[config.mk]
export PLATFORM = sky130hd
export DESIGN_NAME = exp_sum_buffer
export DESIGN_NICKNAME = d
export VERILOG_FILES = /design/src/rtl/exp_sum_buffer.sv
export SDC_FILE = /design/constraint.sdc
export NUM_CORES = 1
export LEC_CHECK = 0
export BUFFER_PORTS_ARGS = -buffer_cell sky130_fd_sc_hd__buf_2
export CAP_MARGIN = 20
export CORE_UTILIZATION = 33
export DETAILED_ROUTE_END_ITERATION = 6
export SKIP_LAST_GASP = 1
export SYNTH_ARGS = -nofsm -noshare
export SYNTH_HDL_FRONTEND = slang
export SYNTH_SLANG_ARGS = --single-unit
[constraint.sdc]
create_clock -name clock_i -period 6.45 [get_ports clock_i]
set_input_delay 1.29 -clock clock_i [delete_from_list [all_inputs] [get_ports clock_i]]
set_output_delay 1.29 -clock clock_i [all_outputs]
set_load 0.1 [all_outputs]
[src/rtl/exp_sum_buffer.sv]
// Softmax denominator stage: captures one vector of e^-x samples, accumulates their sum,
// pulses the sum once, then replays the stored samples to the divider under valid/ready.
module exp_sum_buffer #(
   parameter int unsigned DATA_SIZE = 32,
   parameter int unsigned DEPTH     = 16,
   parameter int unsigned ADDR_W    = 4,
   parameter int unsigned SUM_W     = DATA_SIZE + ADDR_W
) (
   input  logic                 clock_i,
   input  logic                 reset_n_i,
   input  logic                 start_i,
   input  logic [ADDR_W:0]      vector_len_i,
   input  logic                 lut_data_valid_i,
   input  logic [DATA_SIZE-1:0] lut_data_i,
   input  logic                 div_ready_i,
   output logic                 busy_o,
   output logic [SUM_W-1:0]     sum_o,
   output logic                 sum_valid_o,
   output logic [DATA_SIZE-1:0] exp_data_o,
   output logic                 exp_valid_o,
   output logic                 exp_last_o,
   output logic                 error_o
);

   typedef enum logic [1:0] {
      IDLE,
      ACCUM,
      DONE,
      REPLAY
   } state_t;

   localparam logic [ADDR_W:0] CNT_ONE   = (ADDR_W+1)'(1);
   localparam logic [ADDR_W:0] DEPTH_LEN = (ADDR_W+1)'(DEPTH);

   state_t               state;
   logic [ADDR_W:0]      len;
   logic [ADDR_W:0]      len_m1;
   logic [ADDR_W:0]      wr_cnt;
   logic [ADDR_W:0]      rd_cnt;
   logic                 len_ok;
   logic [DATA_SIZE-1:0] mem [DEPTH];

   assign len_m1 = len - CNT_ONE;
   assign len_ok = (vector_len_i != '0) && (vector_len_i <= DEPTH_LEN);

   always_ff @(posedge clock_i or negedge reset_n_i) begin
      if (!reset_n_i) begin
         state   <= IDLE;
         len     <= '0;
         wr_cnt  <= '0;
         rd_cnt  <= '0;
         sum_o   <= '0;
         error_o <= 1'b0;
      end else begin
         case (state)
            IDLE: begin
               if (start_i && len_ok) begin
                  len    <= vector_len_i;
                  sum_o  <= '0;
                  wr_cnt <= '0;
                  // a sample arriving alongside the start is dropped, so the clear loses to it
                  error_o <= lut_data_valid_i;
                  state  <= ACCUM;
               end else if (start_i || lut_data_valid_i) begin
                  error_o <= 1'b1;
               end
            end
            ACCUM: begin
               if (start_i) error_o <= 1'b1;
               if (lut_data_valid_i) begin
                  sum_o  <= sum_o + SUM_W'(lut_data_i);
                  wr_cnt <= wr_cnt + CNT_ONE;
                  if (wr_cnt == len_m1) state <= DONE;
               end
            end
            DONE: begin
               if (start_i || lut_data_valid_i) error_o <= 1'b1;
               rd_cnt <= '0;
               state  <= REPLAY;
            end
            REPLAY: begin
               if (start_i || lut_data_valid_i) error_o <= 1'b1;
               if (div_ready_i) begin
                  rd_cnt <= rd_cnt + CNT_ONE;
                  if (rd_cnt == len_m1) state <= IDLE;
               end
            end
            default: state <= IDLE;
         endcase
      end
   end

   always_ff @(posedge clock_i) begin
      if (state == ACCUM && lut_data_valid_i)
         mem[wr_cnt[ADDR_W-1:0]] <= lut_data_i;
   end

   assign busy_o      = (state != IDLE);
   assign sum_valid_o = (state == DONE);
   assign exp_valid_o = (state == REPLAY);
   assign exp_last_o  = (state == REPLAY) && (rd_cnt == len_m1);
   assign exp_data_o  = (state == REPLAY) ? mem[rd_cnt[ADDR_W-1:0]] : '0;

endmodule

==> flow_results.org <==
** Outcome
- The flow ran to the end, and the final reports show no timing, DRC or antenna violations.

** STA
- Total negative setup slack :: 0 ns
- For the pin with the worst max-slew slack, the measured transition is between 1 and 1.5 ns.
- Final period utilization :: about three quarters
- Final setup fails :: 0
- Slew Limit Fails :: 0
- Across the routed clock network, the largest skew measured is around 0.016 ns.
- Highest clock rate :: about 200 MHz
- The worst path in the final design needs a cycle of 4.937 ns, including I/O delays and setup.
- The tightest hold path in the finished design has a slack of 0.5060 ns.
- Worst max-slew margin expressed relative to the limit :: between 20% and 30%
- Final hold vios :: 0
- Setup repair after global routing missed its margin :: no

** Synth
- During synthesis, Yosys emitted a total of 0 warnings.
- Sequential fraction of the synthesis area :: between 70% and 80%
- Post-synth design cell area :: about 24000 um^2
- Synth cell count leaders :: sky130_fd_sc_hd__edfxtp_1 (512), sky130_fd_sc_hd__mux4_2 (160), sky130_fd_sc_hd__nand2_1 (64), sky130_fd_sc_hd__dfrtp_1 (54), sky130_fd_sc_hd__ha_1 (42)
- Largest cells by area after synthesis :: sky130_fd_sc_hd__edfxtp_1 (65%), sky130_fd_sc_hd__mux4_2 (15%), sky130_fd_sc_hd__dfrtp_1 (5.7%)
- The share of synthesized area in the top cell type comes to between 60% and 70%.
- The largest total area in the synthesized netlist belongs to sky130_fd_sc_hd__edfxtp_1.
- Nets in the synthesized netlist :: around 1.3k
- Counting flops and latches in the post-synthesis netlist gives 566.
- Each instance of the synthesized netlist takes up on average 19.03 um^2.
- Cell with the most instances after synthesis :: sky130_fd_sc_hd__edfxtp_1
- Primary flip-flop cell chosen by synthesis mapping :: sky130_fd_sc_hd__edfxtp_1
- The synthesized design contains 512 enable-type register cells.
- After synthesis, the share of flip-flops with an asynchronous set or reset is 9.541%.
- In this run, distinct cell masters in the synthesized netlist total between 60 and 70.
- Synth Instances :: 1244

** Clocking
- Post CTS Setup Buffer Count :: 0
- Clock tree from TritonCTS :: yes
- Once the clock tree was built, the resizer swapped 0 gates to a different size.
- Worst-path clk slew :: roughly 0.060 ns
- CTS built an H-tree with a depth of 2.
- Hold_buf cts :: 0
- Clock tree synthesis inserted a total of 58 buffers.
- Clock latency reported for the late side of the worst-skew pair :: 0.61 ns
- Max clock buf depth :: 3
- The tree is rooted in a sky130_fd_sc_hd__clkbuf_16.
- The clock net in this run drives a total of ~570 sinks.

** Flow run
- Max-capacitance violation count :: 0

** Global route
- Global routing used about 16% of the available tracks.
- After global routing the overflow that remains totals 0.
- The number of global-route vias before repair was approximately 13k.
- Pin count of the biggest net entering global routing :: 76
- The initial antenna violation count came to 6.
- The first global-routing pass estimated roughly 87000 um of wire.

** Place
- During placement, the flow inserted port buffers numbering about 110.
- HPWL Detailed :: around 35000 um
- Routability-driven placement finished with a final weighted congestion of between 0.8 and 0.9.

** Worst setup path
- Element type at the critical path start :: flip-flop
- Along the worst path, the maximum fanout reaches 35.
- Worst-path cell with the longest stage delay :: sky130_fd_sc_hd__dfrtp_4
- The worst setup path is of the reg -> out kind.
- For the worst setup path, the data required time is between 5 and 6 ns.
- The critical path goes through buf_4, mux4_2, mux4_2, and2_1, buf_2.
- STA classifies the critical path endpoint as a primary output.
- In this design, the stage delay of the slowest critical-path cell is 0.89 ns.
- Worst path most repeated cell :: sky130_fd_sc_hd__mux4_2
- At the worst endpoint, the arrival time is around 3.7 ns.

** Floorplanning
- The floorplan step set the die height to roughly 270 um.
- Total core area :: just over 70000 um^2
- Horizontal die dimension :: around 270 um
- Initial Util :: between 30% and 40%
- Die ar. :: 72790 um^2
- The initialized floorplan defines just under 100 standard-cell rows.
- Top-Level Pins :: 115

** Power
- The worst-case IR drop observed on VDD is ~0.00022 V.
- In this run the static leakage power is between 9 and 10 nW.
- Total power divided by cell area :: 445.1 nW/um^2

** Drt
- Routed length per instance :: 25.08 um
- Drt first pass iters :: 5
- Detailed routing inserted a total of 12.39k vias.
- Dividing the detail-routed via count by the number of cells gives 5.213.
- Initial DRC Count :: about 1.2k
- # DRC :: 0
- The routed design has approximately 60000 um of wire.
- In this run the remaining antenna-violating nets after routing total 0.

** Final layout
- Layout overhead on the synthesized area :: 16.38%
- Core utilization of the finished layout :: 39.06%
- Filler cells :: about 6.3k
- Number of nets in the layout :: 1472
- Fraction of final layout cells with drive strength greater than 1 :: about 30%

** Worst hold path
- Hold/Removal Path Class :: reg -> reg
through the flow:
| step | setup slack [ns] | total power [W] | cells | area, um^2 |
|---|---|---|---|---|
| floorplan | 2.302 | 0.007875 | 1244 | 23670 |
| global placement | 2.070 | 0.008837 | 2267 | 25530 |
| detailed placement | 2.063 | 0.008876 | 2267 | 25530 |
| CTS | 1.403 | 0.01237 | 2375 | 27540 |
| global route | 1.293 | 0.01276 | 2375 | 27540 |
| finish | 1.513 | 0.01226 | 2377 | 27540 |
flip-flops by register name, indices dropped and copies added, names as in the netlist:
register,cells
rd_cnt,5
state,2
sum_o,36
error_o,1
wr_cnt,5
len,5
mem,512
cell families after synthesis:
group / share of synthesized area [%]
AO/OA/AOI/OAI: 4.060
multiplexers: 15.81
buffers and inverters: 1.211
AND/OR/NAND/NOR: 4.435
flip-flops: 70.67
adder cells (fa/ha/maj): 2.305
XOR/XNOR: 1.512
cell type report:
cell class                 instances  area, um^2  share of cell area, %
sequential                       566       16740                  60.76
multi-input combinational        607        6770                  24.58
clock buffer                      76        1620                  5.883
tap                              940        1176                  4.270
timing repair buffer             141       798.3                  2.898
clock inverter                    32       389.1                  1.413
inverter                          13       48.80                 0.1772
antenna                            2       5.005                0.01817
layer usage:
| layer | track usage, % | part of all wire (%) | vias up |
|---|---|---|---|
| met1 | 23.05 | 44 | 6601 |
| met5 | 0 | 0.029 | - |
| met4 | 3.947 | 2.0 | 2 |
| li1 | - | - | 5361 |
| met3 | 3.494 | 6.6 | 75 |
| met2 | 25.77 | 47 | 353 |
path summary, 6_finish.rpt:
check / start / to / slack [ns] / cells after the start
worst min-delay path: sum_o[2]$_DFFE_PN0P_ / sum_o[2]$_DFFE_PN0P_ / 0.51 / 2
max in group asynchronous: reset_n_i / rd_cnt[0]$_DFFE_PN0P_ / 4.97 / 2
worst max register to register: state[1]$_DFFE_PN0P_ / mem[3][10]$_DFFE_PP_ / 2.90 / 5
worst min register to register: sum_o[2]$_DFFE_PN0P_ / sum_o[2]$_DFFE_PN0P_ / 0.51 / 2
worst max-delay path: rd_cnt[0]$_DFFE_PN0P_ / exp_data_o[29] / 1.51 / 5
min in group asynchronous: reset_n_i / sum_o[35]$_DFFE_PN0P_ / 0.85 / 2
layout by cell type, fill, tap and decap left out, types with 21 or more instances in the layout:
cell,Yosys,final
sky130_fd_sc_hd__dfrtp_1,54,50
sky130_fd_sc_hd__clkbuf_16,0,59
sky130_fd_sc_hd__buf_4,1,25
sky130_fd_sc_hd__edfxtp_1,512,512
sky130_fd_sc_hd__ha_1,42,41
sky130_fd_sc_hd__buf_2,13,114
sky130_fd_sc_hd__xnor2_1,21,21
sky130_fd_sc_hd__nand2_1,64,64
sky130_fd_sc_hd__mux4_2,160,160
sky130_fd_sc_hd__o21ai_0,27,27
sky130_fd_sc_hd__and2_1,40,40
sky130_fd_sc_hd__a21oi_1,32,32
where the power goes:
part | internal, W | switching, W | total, W
Sequential | 0.00424 | 0.000235 | 0.00448
Combinational | 0.00140 | 0.00289 | 0.00428
Clock | 0.00212 | 0.00138 | 0.00350
critical path: cells and delay by family, from the launching register on:
| family | cells | cell delay (ns) |
|---|---|---|
| buffers and inverters | 2 | 0.77 |
| DFF | 1 | 0.89 |
| muxes | 2 | 1.13 |
| and+or+nand+nor | 1 | 0.19 |
Power figures use the tool's default switching activity.
